$ cat config.mk
export PLATFORM = sky130hd
export DESIGN_NAME = alu_4_arbiter_flat
export DESIGN_NICKNAME = d
export VERILOG_FILES = /design/src/rtl/alu_4_arbiter_if.sv /design/src/rtl/alu_4_arbiter.sv /design/src/flat_wrapper.sv
export SDC_FILE = /design/constraint.sdc
export NUM_CORES = 1
export LEC_CHECK = 0
export ABC_AREA = 1
export ABC_CLOCK_PERIOD_IN_PS = 2700
export CAP_MARGIN = 20
export CORE_MARGIN = 10
export CORE_UTILIZATION = 46
export DETAILED_ROUTE_END_ITERATION = 10
export GPL_TIMING_DRIVEN = 0
export PLACE_DENSITY = 0.78
export SETUP_SLACK_MARGIN = 0.2
export SLEW_MARGIN = 30
export SYNTH_ARGS = -nofsm -noshare
export SYNTH_HDL_FRONTEND = slang
export SYNTH_SLANG_ARGS = --single-unit
$ cat constraint.sdc
create_clock -name clk -period 2.7 [get_ports clk]
set_input_delay 0.27 -clock clk [delete_from_list [all_inputs] [get_ports clk]]
set_output_delay 0.27 -clock clk [all_outputs]
set_load 0.005 [all_outputs]
$ cat src/rtl/alu_4_arbiter_if.sv
// Requester/consumer bus for alu_4_arbiter: packed per-requester operands, grant, result handshake.
// The err signal exists only when ALU4_ARB_ERR_EN is defined.
interface alu_4_arbiter_if #(
    parameter int unsigned NREQ = 4,
    parameter int unsigned ID_W = 2
);
    logic [NREQ-1:0]   req;
    logic [4*NREQ-1:0] a_in;
    logic [4*NREQ-1:0] b_in;
    logic [4*NREQ-1:0] ctrl_in;
    logic [NREQ-1:0]   gnt;
    logic              busy;
    logic              res_valid;
    logic              res_ready;
    logic [7:0]        res_data;
    logic [ID_W-1:0]   res_id;
`ifdef ALU4_ARB_ERR_EN
    logic              err;

    modport master (
        output req, a_in, b_in, ctrl_in, res_ready,
        input  gnt, busy, res_valid, res_data, res_id, err
    );

    modport slave (
        input  req, a_in, b_in, ctrl_in, res_ready,
        output gnt, busy, res_valid, res_data, res_id, err
    );
`else
    modport master (
        output req, a_in, b_in, ctrl_in, res_ready,
        input  gnt, busy, res_valid, res_data, res_id
    );

    modport slave (
        input  req, a_in, b_in, ctrl_in, res_ready,
        output gnt, busy, res_valid, res_data, res_id
    );
`endif
endinterface

$ cat src/rtl/alu_4_arbiter.sv
// Round-robin arbiter sharing one 4-bit ALU among NREQ requesters; IDLE -> EXEC -> RESP per op.
// Define ALU4_ARB_ERR_EN to add the registered illegal-opcode err output.
module alu_4_arbiter #(
    parameter int unsigned NREQ = 4,
    parameter int unsigned ID_W = 2
) (
    input logic            clk,
    input logic            rst,
    alu_4_arbiter_if.slave bus
);

    typedef enum logic [1:0] {
        StIdle,
        StExec,
        StResp
    } state_e;

    localparam logic [3:0] OpAdd  = 4'd0;
    localparam logic [3:0] OpSub  = 4'd1;
    localparam logic [3:0] OpAnd  = 4'd2;
    localparam logic [3:0] OpOr   = 4'd3;
    localparam logic [3:0] OpNot  = 4'd4;
    localparam logic [3:0] OpNand = 4'd5;
    localparam logic [3:0] OpNor  = 4'd6;
    localparam logic [3:0] OpXor  = 4'd7;
    localparam logic [3:0] OpXnor = 4'd8;
    localparam logic [3:0] OpMul  = 4'd9;

    state_e          state_q, state_d;
    logic [ID_W-1:0] rr_ptr_q, rr_ptr_d;
    logic [NREQ-1:0] gnt_q, gnt_d;
    logic [3:0]      op_a_q, op_a_d;
    logic [3:0]      op_b_q, op_b_d;
    logic [3:0]      op_ctrl_q, op_ctrl_d;
    logic [ID_W-1:0] id_q, id_d;
    logic            res_valid_q, res_valid_d;
    logic [7:0]      res_data_q, res_data_d;
`ifdef ALU4_ARB_ERR_EN
    logic            err_q, err_d;
`endif

    logic            pick_found;
    logic [ID_W-1:0] pick_id;
    logic [ID_W-1:0] scan_id;
    logic [3:0]      pick_a, pick_b, pick_ctrl;
    logic [7:0]      alu_y;
    logic            alu_illegal;

    // Circular scan starting at rr_ptr; the first requesting index wins.
    always_comb begin
        pick_found = 1'b0;
        pick_id    = '0;
        scan_id    = '0;
        pick_a     = 4'h0;
        pick_b     = 4'h0;
        pick_ctrl  = 4'h0;
        for (int unsigned k = 0; k < NREQ; k++) begin
            if (32'(rr_ptr_q) + k >= NREQ) begin
                scan_id = rr_ptr_q + ID_W'(k) - ID_W'(NREQ);
            end else begin
                scan_id = rr_ptr_q + ID_W'(k);
            end
            if (!pick_found && bus.req[scan_id]) begin
                pick_found = 1'b1;
                pick_id    = scan_id;
            end
        end
        for (int unsigned k = 0; k < NREQ; k++) begin
            if (pick_id == ID_W'(k)) begin
                pick_a    = bus.a_in[4*k +: 4];
                pick_b    = bus.b_in[4*k +: 4];
                pick_ctrl = bus.ctrl_in[4*k +: 4];
            end
        end
    end

    // Shared ALU datapath, fed only from the latched operands.
    always_comb begin
        alu_y       = 8'h00;
        alu_illegal = 1'b0;
        case (op_ctrl_q)
            OpAdd:   alu_y = {3'b000, {1'b0, op_a_q} + {1'b0, op_b_q}};
            OpSub:   alu_y = {3'b000, {1'b0, op_a_q} + {1'b0, ~op_b_q} + 5'd1};
            OpAnd:   alu_y = {4'h0, op_a_q & op_b_q};
            OpOr:    alu_y = {4'h0, op_a_q | op_b_q};
            OpNot:   alu_y = {4'h0, ~op_a_q};
            OpNand:  alu_y = {4'h0, ~(op_a_q & op_b_q)};
            OpNor:   alu_y = {4'h0, ~(op_a_q | op_b_q)};
            OpXor:   alu_y = {4'h0, op_a_q ^ op_b_q};
            OpXnor:  alu_y = {4'h0, ~(op_a_q ^ op_b_q)};
            OpMul:   alu_y = {4'h0, op_a_q} * {4'h0, op_b_q};
            default: alu_illegal = 1'b1;
        endcase
    end

    always_comb begin
        state_d     = state_q;
        rr_ptr_d    = rr_ptr_q;
        gnt_d       = '0;
        op_a_d      = op_a_q;
        op_b_d      = op_b_q;
        op_ctrl_d   = op_ctrl_q;
        id_d        = id_q;
        res_valid_d = res_valid_q;
        res_data_d  = res_data_q;
`ifdef ALU4_ARB_ERR_EN
        err_d       = err_q;
`endif
        case (state_q)
            StIdle: begin
                if (pick_found) begin
                    gnt_d[pick_id] = 1'b1;
                    op_a_d         = pick_a;
                    op_b_d         = pick_b;
                    op_ctrl_d      = pick_ctrl;
                    id_d           = pick_id;
                    state_d        = StExec;
                end
            end
            StExec: begin
                res_data_d  = alu_y;
                res_valid_d = 1'b1;
`ifdef ALU4_ARB_ERR_EN
                err_d       = alu_illegal;
`endif
                state_d     = StResp;
            end
            StResp: begin
                // res_ready is only looked at here, so an early ready has no effect.
                if (bus.res_ready) begin
                    res_valid_d = 1'b0;
`ifdef ALU4_ARB_ERR_EN
                    err_d       = 1'b0;
`endif
                    rr_ptr_d    = (id_q == ID_W'(NREQ - 1)) ? '0 : id_q + ID_W'(1);
                    state_d     = StIdle;
                end
            end
            default: state_d = StIdle;
        endcase
    end

    always_ff @(posedge clk) begin
        if (rst) begin
            state_q     <= StIdle;
            rr_ptr_q    <= '0;
            gnt_q       <= '0;
            op_a_q      <= 4'h0;
            op_b_q      <= 4'h0;
            op_ctrl_q   <= 4'h0;
            id_q        <= '0;
            res_valid_q <= 1'b0;
            res_data_q  <= 8'h00;
`ifdef ALU4_ARB_ERR_EN
            err_q       <= 1'b0;
`endif
        end else begin
            state_q     <= state_d;
            rr_ptr_q    <= rr_ptr_d;
            gnt_q       <= gnt_d;
            op_a_q      <= op_a_d;
            op_b_q      <= op_b_d;
            op_ctrl_q   <= op_ctrl_d;
            id_q        <= id_d;
            res_valid_q <= res_valid_d;
            res_data_q  <= res_data_d;
`ifdef ALU4_ARB_ERR_EN
            err_q       <= err_d;
`endif
        end
    end

    assign bus.gnt       = gnt_q;
    assign bus.busy      = (state_q != StIdle);
    assign bus.res_valid = res_valid_q;
    assign bus.res_data  = res_data_q;
    assign bus.res_id    = id_q;
`ifdef ALU4_ARB_ERR_EN
    assign bus.err       = err_q;
`endif

`ifndef SYNTHESIS
    gnt_onehot_a: assert property (@(posedge clk) disable iff (rst) $onehot0(gnt_q));
    res_hold_a: assert property (@(posedge clk) disable iff (rst)
        res_valid_q && !bus.res_ready |=> res_valid_q && $stable(res_data_q) && $stable(id_q));
`endif

endmodule

$ cat src/flat_wrapper.sv
// flat-port wrapper written by rule: the top's interface ports become plain ports
module alu_4_arbiter_flat 
#(
    parameter int unsigned NREQ = 4,
    parameter int unsigned ID_W = 2
)
  (clk, rst, bus_req, bus_a_in, bus_b_in, bus_ctrl_in, bus_res_ready, bus_gnt, bus_busy, bus_res_valid, bus_res_data, bus_res_id);
  alu_4_arbiter_if #(.NREQ(NREQ), .ID_W(ID_W)) bus_i ();
  input logic clk;
  input logic rst;
  input wire logic [$bits(bus_i.req)-1:0] bus_req;
  input wire logic [$bits(bus_i.a_in)-1:0] bus_a_in;
  input wire logic [$bits(bus_i.b_in)-1:0] bus_b_in;
  input wire logic [$bits(bus_i.ctrl_in)-1:0] bus_ctrl_in;
  input wire logic [$bits(bus_i.res_ready)-1:0] bus_res_ready;
  output wire logic [$bits(bus_i.gnt)-1:0] bus_gnt;
  output wire logic [$bits(bus_i.busy)-1:0] bus_busy;
  output wire logic [$bits(bus_i.res_valid)-1:0] bus_res_valid;
  output wire logic [$bits(bus_i.res_data)-1:0] bus_res_data;
  output wire logic [$bits(bus_i.res_id)-1:0] bus_res_id;
  assign bus_i.req = bus_req;
  assign bus_i.a_in = bus_a_in;
  assign bus_i.b_in = bus_b_in;
  assign bus_i.ctrl_in = bus_ctrl_in;
  assign bus_i.res_ready = bus_res_ready;
  assign bus_gnt = bus_i.gnt;
  assign bus_busy = bus_i.busy;
  assign bus_res_valid = bus_i.res_valid;
  assign bus_res_data = bus_i.res_data;
  assign bus_res_id = bus_i.res_id;
  alu_4_arbiter #(.NREQ(NREQ), .ID_W(ID_W)) u_core (.clk(clk), .rst(rst), .bus(bus_i));
endmodule
==> impl_metrics.csv, run 1 <==
group,metric,value,unit
setup_path,crit_fanout,2,
floorplan,die_height,99.63,um
yosys,synth.largest_area_cell,"dfxtp_1",
yosys,syn-cell-area,2917,um2
cells_and_area,fin_cells,650,
power_and_ir_drop,powerDensity,533.2,nW/um2
setup_path,critical_path.max_stage_delay,0.56,ns
clock_tree,insertion_delay,0.28,ns
setup_path,cp_top_family,"adder cells",
cells_and_area,layout-drive-gt1-share,0.1078,
place,place.gp.congestion,0.9916,
sta,fmax,359.5,MHz
floorplan,ios,71,
sta,fin_crit_sh,1.030,
power_and_ir_drop,p_leak,2.050,nW
global_route,grt_pass1_vias,3139,
yosys,synth.area.mux_share,0,
yosys,synth_top_cells_by_count,"152 x nand2_1, 84 x inv_1, 47 x nor2_1",
floorplan,num_rows,28,
clock_tree,cts_buffer_depth,2,
power_and_ir_drop,total_power,2.143,mW
place,placedCellCount,631,
cells_and_area,diodes,0,
power_and_ir_drop,p_switching,0.8755,mW
route,dr.pass1.iters,4,
yosys,yosys.area_share.simple,0.3647,
floorplan,dieWidth,99.63,um
global_route,grt.total_usage,0.1749,
yosys,synth-compound-area-share,0.1278,
setup_path,arrival,2.93,ns
yosys,synth_warnings,0,
sta,final_max_slew_viol_count,0,
floorplan,design.die.area,9925,um2
sta,layout_setup_ws,-0.08143,ns
global_route,grt_max_degree,11,
clock_tree,cts-buffers-inserted,5,
sta,finalCriticalPeriod,2.781,ns
yosys,ys_seq_elements,31,
yosys,synth_xor_area_frac,0.009009,
sta,finalSetupTns,-0.1910,ns
floorplan,start_util,0.4840,
clock_tree,cts_hold_buf,0,
setup_path,path_class,"reg -> reg",
route,wirelength,8818,um
global_route,antenna_found_initial,0,
setup_path,worstSetupEndpointType,"flop",
sta,fin_skew,0.004579,ns
yosys,synth_edf_count,0,
clock_tree,path_clk_slew,0.07,ns
clock_tree,cts_tree,"built",
yosys,ys_types,36,
yosys,netlist_instances,486,
place,post-place-ws,-0.1573,ns
floorplan,coreArea,6026,um2
flow_run,maxCapViolations,0,
sta,slew-limit-headroom,0.6785,
power_and_ir_drop,seq_power_share,0.289,
cells_and_area,area_growth_syn_to_layout,37.84,%
place,placed_area,3745,um2
setup_path,required,2.85,ns
power_and_ir_drop,switching_share,0.4085,
yosys,synthTopCellsByArea,"dfxtp_1 21%, nand2_1 20%, inv_1 11%, ha_1 11%, nand3_1 6.2%",
yosys,synth_area_per_cell,6.001,um2
min_path,hold_path_class,"reg -> reg",
global_route,grt_first_pass_wirelength,14480,um
cells_and_area,final_design_area_no_fill,4020,um2
power_and_ir_drop,p_clk_frac,0.206,
sta,hold_violations,0,
status,failed_checks,"setup timing",
clock_tree,clock-sinks,31,
yosys,seq_area_frac_synth,0.2128,
clock_tree,htreeDepth,2,
yosys,synth.top_cell.area_share,0.2128,
route,postRouteAntennaNets,0,
setup_path,critical_path_buf_inv_count,1,
sta,rsz0062_at_grt,"true",
status,status,"complete, but fails checks",
cells_and_area,nets,660,
setup_path,slowest_stage,"fa_1",
route,drc,0,
route,drtIter0Drc,179,
setup_path,path_cells,"nand2_2, fa_1, inv_2, fa_2, fa_1, nand2_1, o21ai_1, a211oi_1, nand3_1, o21ai_1, a21oi_1",
setup_path,start_kind,"flop",
power_and_ir_drop,ir_worst_vdd,0.0002929,V
route,avgViaCountPerCell,5.022,
route,vias,3264,
yosys,synth.most_common_cell,"nand2_1",
sta,setup_viol,3,
power_and_ir_drop,internal_power,1.268,mW
yosys,synth_top_family_by_area,"simple AND/OR/NAND/NOR gates",
place,io_buffers,70,
yosys,synthFlopType,"dfxtp_1",
global_route,grt_overflow_total,0,
yosys,synthArstFlopShare,0,
power_and_ir_drop,combPwrFrac,0.506,
place,hpwl,7124,um
yosys,syn-num-nets,572,
clock_tree,ctsRootBufferMaster,"clkbuf_8",
yosys,synthAdderAreaFrac,0.1484,
sta,tightestPinTransition,0.4823,ns
route,wl_per_cell,13.57,um
-- layout by cell type, fill, tap and decap left out, drive strengths merged --
master         instances
nand4                  2
xor2                   3
nand3                 36
o21ai                 19
clkinv                 2
or2                    3
a22oi                  1
o31ai                  1
nor2                  51
clkdlybuf4s50         70
ha                    25
nor3b                  1
fa                     6
clkbuf                 8
a221oi                 1
nand2                157
buf                   21
dfxtp                 31
a211oi                 1
a31oi                  2
a21oi                 32
nor4                   1
nor3                   1
o22ai                  8
nand3b                 2
inv                   87
a21o                   2
o2111ai                1
-- tightest hold or removal path, delay by kind of cell, from the launching register on --
family / cells / cell delay (ns)
flops: 1 / 0.31
simple gates: 1 / 0.06
compound gates: 1 / 0.05
-- cell type report --
type                       count  area, um2
clock buffer                   7      107.6
multi-input combinational    356       1987
buffer                        11      70.07
fill                         590       2006
timing repair buffer          81      783.3
inverter                      88      330.3
sequential                    31      643.1
clock inverter                 1      5.005
tap                           75      93.84
-- sequential cells by signal (all words and copies together) (netlist names) --
signal / cells
u_core.op_ctrl_q: 4
u_core.bus.res_data: 8
u_core.op_b_q: 4
u_core.state_q: 2
u_core.bus.res_id: 2
u_core.rr_ptr_q: 2
u_core.op_a_q: 4
u_core.bus.gnt: 4
u_core.bus.res_valid: 1
-- kinds of logic after synthesis --
group | after synthesis
compound gates | 68
buf+inv | 99
xor+xnor | 3
fa+ha+maj | 31
simple gates | 254
flops | 31
-- through the flow --
step,util,hold slack [ns]
after detailed placement,0.6215,0.4595
after global placement,0.6215,0.4510
final,0.6672,0.4644
after global routing,0.6672,0.4919
after floorplan,-,0.3539
after CTS,0.6518,0.4699
-- power groups by stage --
stage	clock (mW)	combinational (mW)	sequential, mW
global placement	0	0.972	0.636
floorplan	0	0.666	0.611
detailed placement	0	0.990	0.639
CTS	0.449	1.04	0.622
finish	0.441	1.08	0.618
global route	0.481	1.23	0.631
-- metal layers --
| metal | global-route usage | vias to the layer above | part of all wire |
|---|---|---|---|
| met5 | 0 | - | 0 |
| met4 | 0.03308 | 0 | 0.010 |
| met3 | 0.03945 | 6 | 0.069 |
| met2 | 0.3181 | 85 | 0.50 |
| met1 | 0.2039 | 1479 | 0.42 |
| li1 | - | 1694 | - |
-- path summary, 6_finish.rpt --
check	cells after the start	slack [ns]	end	from
setup / recovery	11	-0.08	u_core.bus.res_data[3]	u_core.op_a_q[0]
hold / removal	2	0.46	u_core.bus.res_data[7]	u_core.bus.res_data[7]
setup reg to reg	11	-0.08	u_core.bus.res_data[3]	u_core.op_a_q[0]
hold reg to reg	2	0.46	u_core.bus.res_data[7]	u_core.bus.res_data[7]
-- what timing repair did --
action,in CTS,in global routing
resized for setup,8,11
endpoints found under the setup margin,5,5
setup buffers,7,4
pin swaps,1,7
(Power assumes the default switching activity.)
==> run 2, diff against run 1 <==
Settings changed: CAP_MARGIN 20 to default, SKIP_CTS_REPAIR_TIMING from default to 1.
==> run 2 against run 1 <==
  * The run still ends with setup timing left
  * Core utilization decreased by 1.4 points
  * Total power fell by 1.9%
  * Combinational power is 4% lower
  * Global-route usage down 0.29 points
  * Cell area decreased by 2.1%
  * Clock power about the same
  * Sequential share of layout area up 0.35 points
==> impl_metrics.csv, run 2 (synthesis results as in run 1) <==
group,metric,value,unit
global_route,grt.total_usage,0.1720,
status,failed_checks,"setup timing",
place,placed_area,3745,um2
power_and_ir_drop,powerDensity,534.5,nW/um2
sta,finalSetupTns,-0.2590,ns
flow_run,maxCapViolations,0,
cells_and_area,fin_cells,646,
sta,final_max_slew_viol_count,0,
clock_tree,cts_tree,"built",
floorplan,ios,71,
global_route,grt_overflow_total,0,
route,avgViaCountPerCell,4.992,
cells_and_area,diodes,0,
setup_path,cp_top_family,"adder cells",
sta,layout_setup_ws,-0.1244,ns
sta,finalCriticalPeriod,2.824,ns
min_path,hold_path_class,"reg -> reg",
floorplan,die_height,99.63,um
clock_tree,cts_buffer_depth,2,
cells_and_area,layout-drive-gt1-share,0.09107,
sta,fin_skew,0.004653,ns
route,wl_per_cell,13.31,um
cells_and_area,largest_reg_flops,8,
cells_and_area,final_cell_mix,"150 x nand2_1, 84 x inv_1, 70 x clkdlybuf4s50_1",
setup_path,rr_startpoint,"u_core.op_a_q[0]",
global_route,grt_max_degree,11,
setup_path,path_class,"reg -> reg",
route,drc,0,
clock_tree,cts-buffers-inserted,5,
clock_tree,clock-sinks,31,
setup_path,slowest_stage,"fa_1",
floorplan,design.die.area,9925,um2
setup_path,path_cells,"nand2_2, fa_1, inv_1, fa_1, fa_1, nand2_1, o21ai_1, a211oi_1, nand3_1, o21ai_1, a21oi_1",
sta,rsz0062_at_grt,"true",
sta,fin_crit_sh,1.046,
setup_path,cpMostUsedCell,"fa_1",
setup_path,critical_path.max_stage_delay,0.54,ns
cells_and_area,final_common_cell,"nand2_1",
cells_and_area,nets,656,
global_route,grt_first_pass_wirelength,14310,um
setup_path,critical_path_buf_inv_count,1,
cells_and_area,area_growth_syn_to_layout,34.88,%
power_and_ir_drop,ir_worst_vdd,0.0002876,V
place,io_buffers,70,
clock_tree,path_clk_slew,0.07,ns
route,drtIter0Drc,132,
floorplan,num_rows,28,
global_route,grt_pass1_vias,3117,
clock_tree,ctsRootBufferMaster,"clkbuf_8",
sta,fmax,354.1,MHz
setup_path,required,2.85,ns
setup_path,worstSetupEndpointType,"flop",
route,wirelength,8601,um
power_and_ir_drop,p_leak,2.040,nW
cells_and_area,final_design_area_no_fill,3934,um2
floorplan,start_util,0.4840,
place,place.gp.congestion,0.9916,
global_route,antenna_found_initial,0,
floorplan,dieWidth,99.63,um
setup_path,arrival,2.98,ns
setup_path,start_kind,"flop",
sta,slew-limit-headroom,0.6862,
setup_path,crit_fanout,5,
clock_tree,htreeDepth,2,
setup_path,critPathLaunch,"u_core.op_a_q[0]",
sta,hold_violations,0,
cells_and_area,fin_util,0.6528,
status,status,"complete, but fails checks",
route,postRouteAntennaNets,0,
floorplan,coreArea,6026,um2
sta,tightestPinTransition,0.4707,ns
place,placedCellCount,631,
place,post-place-ws,-0.1573,ns
route,vias,3225,
sta,setup_viol,3,
min_path,min_from,"u_core.bus.res_data[5]",
place,hpwl,7124,um
clock_tree,insertion_delay,0.28,ns
route,dr.pass1.iters,4,
[run 2: cell count changes in the layout (fill, tap and decap cells not counted)]
cell / previous run / this run
ha_1: 18 / 21
buf_2: 5 / 6
a31oi_4: 1 / 0
nand3_1: 35 / 36
nand3_2: 1 / 0
inv_2: 4 / 3
ha_4: 4 / 1
fa_1: 5 / 6
inv_1: 83 / 84
a31oi_2: 0 / 1
buf_4: 13 / 8
fa_2: 1 / 0
[run 2: through the flow]
step | total power, mW | hold slack, ns
after floorplan | 1.276 | 0.3539
after global placement | 1.609 | 0.4510
after detailed placement | 1.628 | 0.4595
after CTS | 2.074 | 0.4699
after global routing | 2.299 | 0.4919
final | 2.102 | 0.4720
[run 2: path summary, 6_finish.rpt]
check / slack, ns / cells past startpoint / endpoint
min: 0.47 / 2 / u_core.bus.res_data[5]
min reg2reg: 0.47 / 2 / u_core.bus.res_data[5]
max: -0.12 / 11 / u_core.bus.res_data[3]
max reg2reg: -0.12 / 11 / u_core.bus.res_data[3]
[run 2: report_power, final]
part	total [mW]	internal, mW	leakage (nW)	switching [mW]
Combinational	1.04	0.446	1.72	0.589
Clock	0.441	0.261	0.0594	0.180
Sequential	0.626	0.535	0.258	0.0909
[run 2: area by class of cell]
type,instances,area (um2)
multi-input combinational,356,1933
fill,595,2092
clock inverter,1,5.005
sequential,31,643.1
clock buffer,7,107.6
inverter,88,330.3
buffer,11,70.07
timing repair buffer,77,750.7
tap,75,93.84
[run 2: metal layers]
layer / vias up / wire length (um) / GRT usage
met5: - / 0 / 0
met4: 0 / 60 / 0.03638
met3: 4 / 493 / 0.04014
met2: 68 / 4328 / 0.3096
met1: 1464 / 3720 / 0.2010
li1: 1689 / - / -
[run 2: worst register-to-register path, delay by kind of cell, from the launching register on]
family,cells,cell delay (ns)
compound gates,4,0.50
fa+ha+maj,3,1.50
buf+inv,1,0.05
flops,1,0.39
simple gates,3,0.24
